### src/rtl/alu_group1_executor_if.sv
// alu_group1_executor_if
// Groups the fetcher handshake and the memory bus of the group-one executor.
//   master : fetcher / memory side (drives instruction and read data)
//   slave  : executor side (drives memory strobes, results, completion)
// Signals:
//   instruction_ready  fetcher has a complete instruction (held until done)
//   instruction_in     opcode
//   addr_in            effective operand address
//   imm_in             immediate operand
//   mem_data_in        read data, valid the cycle after mem_re
//   mem_addr           memory address
//   mem_data_out       write data
//   mem_re / mem_we    one-cycle read / write strobes
//   acc_out            accumulator
//   status_out         N V 1 B D I Z C (bit7..0)
//   instruction_done   one-cycle completion pulse
//   illegal            one-cycle pulse with instruction_done for bad opcodes
interface alu_group1_executor_if #(
    parameter int REG_WIDTH  = 8,
    parameter int ADDR_WIDTH = 16
);
    logic                  instruction_ready;
    logic [REG_WIDTH-1:0]  instruction_in;
    logic [ADDR_WIDTH-1:0] addr_in;
    logic [REG_WIDTH-1:0]  imm_in;
    logic [REG_WIDTH-1:0]  mem_data_in;
    logic [ADDR_WIDTH-1:0] mem_addr;
    logic [REG_WIDTH-1:0]  mem_data_out;
    logic                  mem_re;
    logic                  mem_we;
    logic [REG_WIDTH-1:0]  acc_out;
    logic [REG_WIDTH-1:0]  status_out;
    logic                  instruction_done;
    logic                  illegal;

    modport master (
        output instruction_ready, instruction_in, addr_in, imm_in, mem_data_in,
        input  mem_addr, mem_data_out, mem_re, mem_we, acc_out, status_out,
               instruction_done, illegal
    );

    modport slave (
        input  instruction_ready, instruction_in, addr_in, imm_in, mem_data_in,
        output mem_addr, mem_data_out, mem_re, mem_we, acc_out, status_out,
               instruction_done, illegal
    );
endinterface

### src/rtl/alu_group1_executor.sv
// alu_group1_executor
// Execute stage for the 6502 group-one instructions (opcode[1:0] = 01):
// ORA, AND, EOR, ADC, STA, LDA, CMP, SBC, binary mode only. Owns the
// accumulator and the status register and pulses instruction_done once
// each accepted instruction has completed.
// Ports:
//   phi1   clock, all state changes on the rising edge
//   reset  asynchronous active-high reset
//   bus    alu_group1_executor_if.slave (fetcher handshake + memory bus)
module alu_group1_executor #(
    parameter int REG_WIDTH  = 8,
    parameter int ADDR_WIDTH = 16
) (
    input  logic                  phi1,
    input  logic                  reset,
    alu_group1_executor_if.slave  bus
);

    typedef enum logic [2:0] {
        S_IDLE,
        S_READ,
        S_WAIT_DATA,
        S_EXEC,
        S_WRITE,
        S_DONE
    } state_t;

    localparam logic [2:0] OP_ORA = 3'd0;
    localparam logic [2:0] OP_AND = 3'd1;
    localparam logic [2:0] OP_EOR = 3'd2;
    localparam logic [2:0] OP_ADC = 3'd3;
    localparam logic [2:0] OP_STA = 3'd4;
    localparam logic [2:0] OP_LDA = 3'd5;
    localparam logic [2:0] OP_CMP = 3'd6;
    localparam logic [2:0] OP_SBC = 3'd7;

    state_t                state_q, state_d;
    logic                  ready_q, ready_d;
    logic [2:0]            aaa_q, aaa_d;
    logic [ADDR_WIDTH-1:0] addr_q, addr_d;
    logic [REG_WIDTH-1:0]  operand_q, operand_d;
    logic                  illegal_q, illegal_d;
    logic [REG_WIDTH-1:0]  acc_q, acc_d;
    logic                  n_q, n_d;
    logic                  v_q, v_d;
    logic                  z_q, z_d;
    logic                  c_q, c_d;

    // Decode of the incoming opcode, used only on the accept edge.
    logic [2:0] in_aaa;
    logic [2:0] in_bbb;
    logic       in_illegal;
    logic       accept;

    assign in_aaa     = bus.instruction_in[7:5];
    assign in_bbb     = bus.instruction_in[4:2];
    // 0x89 would be "STA immediate", which has no meaning.
    assign in_illegal = (bus.instruction_in[1:0] != 2'b01) ||
                        (bus.instruction_in[7:0] == 8'h89);
    // Launch only on a low-to-high transition of instruction_ready.
    assign accept     = bus.instruction_ready && !ready_q;

    // Shared adder: SBC and CMP add the inverted operand. CMP forces the
    // carry-in to 1 so the carry-out equals (A >= M).
    logic [REG_WIDTH-1:0] m_eff;
    logic                 carry_in;
    logic [REG_WIDTH:0]   sum;
    logic [REG_WIDTH-1:0] ovf_vec;

    always_comb begin
        m_eff    = ((aaa_q == OP_SBC) || (aaa_q == OP_CMP)) ? ~operand_q : operand_q;
        carry_in = (aaa_q == OP_CMP) ? 1'b1 : c_q;
        sum      = {1'b0, acc_q} + {1'b0, m_eff} + {{REG_WIDTH{1'b0}}, carry_in};
        // Signed overflow: operands agree in sign, result disagrees.
        ovf_vec  = ~(acc_q ^ m_eff) & (acc_q ^ sum[REG_WIDTH-1:0]);
    end

    always_comb begin
        state_d   = state_q;
        ready_d   = bus.instruction_ready;
        aaa_d     = aaa_q;
        addr_d    = addr_q;
        operand_d = operand_q;
        illegal_d = illegal_q;
        acc_d     = acc_q;
        n_d       = n_q;
        v_d       = v_q;
        z_d       = z_q;
        c_d       = c_q;

        case (state_q)
            S_IDLE: begin
                if (accept) begin
                    aaa_d     = in_aaa;
                    addr_d    = bus.addr_in;
                    operand_d = bus.imm_in;
                    illegal_d = in_illegal;
                    if (in_illegal)
                        state_d = S_DONE;
                    else if (in_aaa == OP_STA)
                        state_d = S_WRITE;
                    else if (in_bbb == 3'b010)
                        state_d = S_EXEC;
                    else
                        state_d = S_READ;
                end
            end
            S_READ: begin
                state_d = S_WAIT_DATA;
            end
            S_WAIT_DATA: begin
                operand_d = bus.mem_data_in;
                state_d   = S_EXEC;
            end
            S_EXEC: begin
                case (aaa_q)
                    OP_ORA, OP_AND, OP_EOR, OP_LDA: begin
                        case (aaa_q)
                            OP_ORA:  acc_d = acc_q | operand_q;
                            OP_AND:  acc_d = acc_q & operand_q;
                            OP_EOR:  acc_d = acc_q ^ operand_q;
                            default: acc_d = operand_q;
                        endcase
                        n_d = acc_d[REG_WIDTH-1];
                        z_d = (acc_d == '0);
                    end
                    OP_ADC, OP_SBC: begin
                        acc_d = sum[REG_WIDTH-1:0];
                        c_d   = sum[REG_WIDTH];
                        v_d   = ovf_vec[REG_WIDTH-1];
                        n_d   = sum[REG_WIDTH-1];
                        z_d   = (sum[REG_WIDTH-1:0] == '0);
                    end
                    OP_CMP: begin
                        c_d = sum[REG_WIDTH];
                        n_d = sum[REG_WIDTH-1];
                        z_d = (sum[REG_WIDTH-1:0] == '0);
                    end
                    default: ;
                endcase
                state_d = S_DONE;
            end
            S_WRITE: begin
                state_d = S_DONE;
            end
            S_DONE: begin
                state_d = S_IDLE;
            end
            default: begin
                state_d = S_IDLE;
            end
        endcase
    end

    always_ff @(posedge phi1 or posedge reset) begin
        if (reset) begin
            state_q   <= S_IDLE;
            // Treat instruction_ready as already high so a request held
            // across reset is not launched.
            ready_q   <= 1'b1;
            aaa_q     <= '0;
            addr_q    <= '0;
            operand_q <= '0;
            illegal_q <= 1'b0;
            acc_q     <= '0;
            n_q       <= 1'b0;
            v_q       <= 1'b0;
            z_q       <= 1'b0;
            c_q       <= 1'b0;
        end else begin
            state_q   <= state_d;
            ready_q   <= ready_d;
            aaa_q     <= aaa_d;
            addr_q    <= addr_d;
            operand_q <= operand_d;
            illegal_q <= illegal_d;
            acc_q     <= acc_d;
            n_q       <= n_d;
            v_q       <= v_d;
            z_q       <= z_d;
            c_q       <= c_d;
        end
    end

    // Outputs are decoded straight from the state register so they drop
    // together with the asynchronous reset.
    logic [REG_WIDTH-1:0] status_vec;

    always_comb begin
        status_vec    = '0;
        status_vec[7] = n_q;
        status_vec[6] = v_q;
        status_vec[5] = 1'b1;
        status_vec[1] = z_q;
        status_vec[0] = c_q;
    end

    assign bus.mem_re           = (state_q == S_READ);
    assign bus.mem_we           = (state_q == S_WRITE);
    assign bus.mem_addr         = ((state_q == S_READ) || (state_q == S_WRITE)) ? addr_q : '0;
    assign bus.mem_data_out     = (state_q == S_WRITE) ? acc_q : '0;
    assign bus.acc_out          = acc_q;
    assign bus.status_out       = status_vec;
    assign bus.instruction_done = (state_q == S_DONE);
    assign bus.illegal          = (state_q == S_DONE) && illegal_q;

endmodule

### src/flat_wrapper.sv
// flat-port wrapper written by rule: the top's interface ports become plain ports
module alu_group1_executor_flat 
#(
    parameter int REG_WIDTH  = 8,
    parameter int ADDR_WIDTH = 16
)
  (phi1, reset, bus_instruction_ready, bus_instruction_in, bus_addr_in, bus_imm_in, bus_mem_data_in, bus_mem_addr, bus_mem_data_out, bus_mem_re, bus_mem_we, bus_acc_out, bus_status_out, bus_instruction_done, bus_illegal);
  alu_group1_executor_if #(.REG_WIDTH(REG_WIDTH), .ADDR_WIDTH(ADDR_WIDTH)) bus_i ();
  input  logic phi1;
  input  logic reset;
  input wire logic [$bits(bus_i.instruction_ready)-1:0] bus_instruction_ready;
  input wire logic [$bits(bus_i.instruction_in)-1:0] bus_instruction_in;
  input wire logic [$bits(bus_i.addr_in)-1:0] bus_addr_in;
  input wire logic [$bits(bus_i.imm_in)-1:0] bus_imm_in;
  input wire logic [$bits(bus_i.mem_data_in)-1:0] bus_mem_data_in;
  output wire logic [$bits(bus_i.mem_addr)-1:0] bus_mem_addr;
  output wire logic [$bits(bus_i.mem_data_out)-1:0] bus_mem_data_out;
  output wire logic [$bits(bus_i.mem_re)-1:0] bus_mem_re;
  output wire logic [$bits(bus_i.mem_we)-1:0] bus_mem_we;
  output wire logic [$bits(bus_i.acc_out)-1:0] bus_acc_out;
  output wire logic [$bits(bus_i.status_out)-1:0] bus_status_out;
  output wire logic [$bits(bus_i.instruction_done)-1:0] bus_instruction_done;
  output wire logic [$bits(bus_i.illegal)-1:0] bus_illegal;
  assign bus_i.instruction_ready = bus_instruction_ready;
  assign bus_i.instruction_in = bus_instruction_in;
  assign bus_i.addr_in = bus_addr_in;
  assign bus_i.imm_in = bus_imm_in;
  assign bus_i.mem_data_in = bus_mem_data_in;
  assign bus_mem_addr = bus_i.mem_addr;
  assign bus_mem_data_out = bus_i.mem_data_out;
  assign bus_mem_re = bus_i.mem_re;
  assign bus_mem_we = bus_i.mem_we;
  assign bus_acc_out = bus_i.acc_out;
  assign bus_status_out = bus_i.status_out;
  assign bus_instruction_done = bus_i.instruction_done;
  assign bus_illegal = bus_i.illegal;
  alu_group1_executor #(.REG_WIDTH(REG_WIDTH), .ADDR_WIDTH(ADDR_WIDTH)) u_core (.phi1(phi1), .reset(reset), .bus(bus_i));
endmodule
### config.mk
export PLATFORM = sky130hd
export DESIGN_NAME = alu_group1_executor_flat
export DESIGN_NICKNAME = d
export VERILOG_FILES = /design/src/rtl/alu_group1_executor_if.sv /design/src/rtl/alu_group1_executor.sv /design/src/flat_wrapper.sv
export SDC_FILE = /design/constraint.sdc
export NUM_CORES = 1
export LEC_CHECK = 0
export ABC_AREA = 0
export BUFFER_PORTS_ARGS = -buffer_cell sky130_fd_sc_hd__buf_2
export CAP_MARGIN = 20
export CELL_PAD_IN_SITES_DETAIL_PLACEMENT = 2
export CELL_PAD_IN_SITES_GLOBAL_PLACEMENT = 2
export CORE_UTILIZATION = 34
export DETAILED_ROUTE_END_ITERATION = 10
export GPL_TIMING_DRIVEN = 1
export PLACE_DENSITY = 0.94
export SLEW_MARGIN = 10
export SYNTH_ARGS = -nofsm -noshare
export SYNTH_HDL_FRONTEND = slang
export SYNTH_SLANG_ARGS = --single-unit
### constraint.sdc
create_clock -name phi1 -period 8.15 [get_ports phi1]
set_input_delay 0.4075 -clock phi1 [delete_from_list [all_inputs] [get_ports phi1]]
set_output_delay 0.4075 -clock phi1 [all_outputs]
set_load 0.01 [all_outputs]
==> results.sh <==
export IMPL_grt_pass1_vias=3144
export IMPL_endpoint_kind="flip-flop"
export IMPL_tightest_slew_ns=1.04
export IMPL_relSlewSlack=0.304
export IMPL_status="complete, no violations"
export IMPL_route_vias_total=2829
export IMPL_syn_area_um2=3160
export IMPL_drv_cap=0
export IMPL_setup_violations=0
export IMPL_nNetsFinal=489
export IMPL_fmax_mhz=266
export IMPL_synthTopCellsByArea="dfrtp_1 (34%), ha_1 (9.1%), mux2_2 (6.1%)"
export IMPL_initial_core_util=0.357
export IMPL_hold_violations=0
export IMPL_synth_seq_area_share=0.349
export IMPL_ys_ff_latch=44
export IMPL_finalMaxSlewViolations=0
export IMPL_power_density_nw_per_um2=482
export IMPL_hold_path_class="in2reg"
export IMPL_rows=34
export IMPL_die_height_um=98.4
export IMPL_place_area_um2=3610
export IMPL_drc=0
export IMPL_holdWs_ns=0.206
export IMPL_ir_worst_vdd_uv=173
export IMPL_drtIter0Drc=103
export IMPL_drive_above_1_share=0.280
export IMPL_fin_skew_ns=0.00617
export IMPL_min_period_over_period=0.461
export IMPL_grt_pass1_wl_um=17300
export IMPL_path_clk_slew_ns=0.10
export IMPL_syn_inst=346
export IMPL_clk_insertion_delay_late_ns=0.32
export IMPL_routabilityCongestion=0.889
export IMPL_ys_warn_count=0
export IMPL_clock_sinks=44
export IMPL_cts_root_buffer="clkbuf_8"
export IMPL_critPathKind="reg2reg"
export IMPL_worst_endpoint_required_ns=8.37
export IMPL_grt_max_degree=45
export IMPL_ctsHoldBuffers=0
export IMPL_async_reset_ff_frac=1.00
export IMPL_syn_to_final_growth_pct=18.5
export IMPL_leakage_nw=1.79
export IMPL_place_ws_ns=4.48
export IMPL_final_util=0.423
export IMPL_grt_total_usage=0.233
export IMPL_grt_overflow_total=0
export IMPL_dieArea_um2=9680
export IMPL_post_cts_resized=0
export IMPL_die_w_um=98.4
export IMPL_drt_pass1_iter_count=8
export IMPL_fill_cells=998
export IMPL_fin_crit_ns=3.76
export IMPL_cp_start_kind="flip-flop"
export IMPL_clockBufferDepth=2
export IMPL_dp_final_hpwl_um=8210
export IMPL_synth_ff_type="dfrtp_1"
export IMPL_htree_levels=2
export IMPL_worst_path_max_fanout=24
export IMPL_synth_edf_count=0
export IMPL_syn_area_per_cell_um2=9.13
export IMPL_antenna_cells=0
export IMPL_pin_count=87
export IMPL_yosys_area_top_type="dfrtp_1"
export IMPL_fin_tns_setup_ns=0
export IMPL_cts_buffers=5
export IMPL_io_buffers=82
export IMPL_final_area_um2=3740
export IMPL_viasPerCell=5.34
export IMPL_drt_wl_total_um=10900
export IMPL_ys_types=55
export IMPL_cts_tree="done"
export IMPL_synth_top_area_share=0.341
export IMPL_coreArea_um2=8850
export IMPL_grt_antenna_before_repair=0
export IMPL_worst_slack_ns=4.39
export IMPL_postCtsSetupBuffers=0
export IMPL_cp_arrival_ns=3.97
export IMPL_ant_nets=0
export IMPL_rsz0062_at_grt="no"
export IMPL_wl_per_cell_um=20.5
## cell families after synthesis
kind of cell / Yosys count / share of synthesized area
and+or+nand+nor: 114 / 0.185
AOI/OAI and AO/OA: 75 / 0.155
DFF: 44 / 0.349
buffers and inverters: 43 / 0.0658
muxes: 30 / 0.103
adders and majority gates: 25 / 0.104
xor gates and xnor gates: 13 / 0.0361
other: 2 / 0.00238
## registers in the layout, summed over array words and instances, names as in the netlist
name	flops
u_core.c_q	1
u_core.state_q	3
u_core.operand_q	8
u_core.bus.acc_out	8
u_core.aaa_q	3
u_core.v_q	1
u_core.z_q	1
u_core.addr_q	16
u_core.ready_q	1
u_core.illegal_q	1
u_core.n_q	1
## area by class of cell
cell class / count / area [um2] / share of cell area
tap: 108 / 135 / 0.0361
multi-input combinational: 261 / 1860 / 0.497
sequential: 44 / 1100 / 0.295
clock buffer: 5 / 68.8 / 0.0184
clock inverter: 3 / 46.3 / 0.0124
timing repair buffer: 86 / 444 / 0.119
inverter: 23 / 86.3 / 0.0231
## layout by cell type, fill, tap and decap left out, types with 3 or more instances in the layout
cell type	count
mux2_2	17
mux2_1	3
ha_1	23
o21a_1	3
conb_1	4
buf_2	82
buf_4	3
o21ai_1	12
inv_1	21
a21o_1	3
a21oi_1	20
xnor2_1	11
nor2b_1	26
dfrtp_1	43
and2_1	11
nor3b_1	3
o211ai_1	3
clkbuf_8	5
o31ai_1	3
nand2b_1	5
o21ai_0	14
nor2_1	30
mux2i_1	10
nand2_1	25
## per-layer routing
layer	GRT usage	part of all wire	routed length [um]
met1	0.272	0.42	4550
met2	0.427	0.53	5770
met3	0.0336	0.028	304
met4	0.0930	0.024	265
met5	0	0	0
## where the power goes
part | switching (mW) | total, mW | internal [mW]
logic | 0.650 | 1.13 | 0.484
clock network | 0.0921 | 0.185 | 0.0926
registers | 0.162 | 0.485 | 0.323
total | 0.904 | 1.80 | 0.899
## stage by stage
stage	total power, mW	std cells
2_1_floorplan	1.24	348
3_3_place_gp	1.49	520
3_5_place_dp	1.60	520
4_1_cts	1.81	528
5_1_grt	1.93	530
6_report	1.80	530
## critical path, cell delays in order (launching register included)
cell and delay (ns):
dfrtp_1 0.84, nand2_1 0.47, xnor2_1 0.27, fa_1 0.46
fa_1 0.43, nor2b_1 0.18, o31a_1 0.18, a21oi_1 0.07
or4_1 0.53, o41ai_2 0.22
## synthesized netlist by cell type (2+ instances only)
master / number
inv_1: 22
o21ai_0: 14
nor2_1: 31
dfrtp_1: 43
nand3_1: 2
o31ai_1: 3
nor3b_1: 3
buf_2: 7
buf_4: 8
a21oi_1: 20
mux2i_1: 10
nor3_1: 2
mux2_2: 17
and2_1: 11
nand2b_1: 5
mux2_1: 3
o32ai_1: 2
fa_1: 2
a32oi_1: 2
nand2_1: 25
ha_1: 23
conb_1: 2
o21ai_1: 12
a21o_1: 3
o211ai_1: 3
xnor2_1: 11
clkbuf_1: 4
nor2b_1: 26
xor2_1: 2
o21a_1: 3
## final timing paths
| path | slack [ns] | cells past startpoint | end | startpoint |
|---|---|---|---|---|
| max in group asynchronous | 7.51 | 3 | u_core.operand_q[7]$_DFFE_PP0P_ | reset |
| max | 4.39 | 9 | u_core.z_q$_DFFE_PP0P_ | u_core.aaa_q[1]$_DFFE_PP0P_ |
| min | 0.21 | 1 | u_core.ready_q$_DFF_PP1_ | bus_instruction_ready |
| max reg2reg | 4.39 | 9 | u_core.z_q$_DFFE_PP0P_ | u_core.aaa_q[1]$_DFFE_PP0P_ |
| min reg2reg | 0.49 | 2 | u_core.v_q$_DFFE_PP0P_ | u_core.v_q$_DFFE_PP0P_ |
| min in group asynchronous | 0.24 | 3 | u_core.v_q$_DFFE_PP0P_ | reset |
Power figures use the tool's default switching activity.
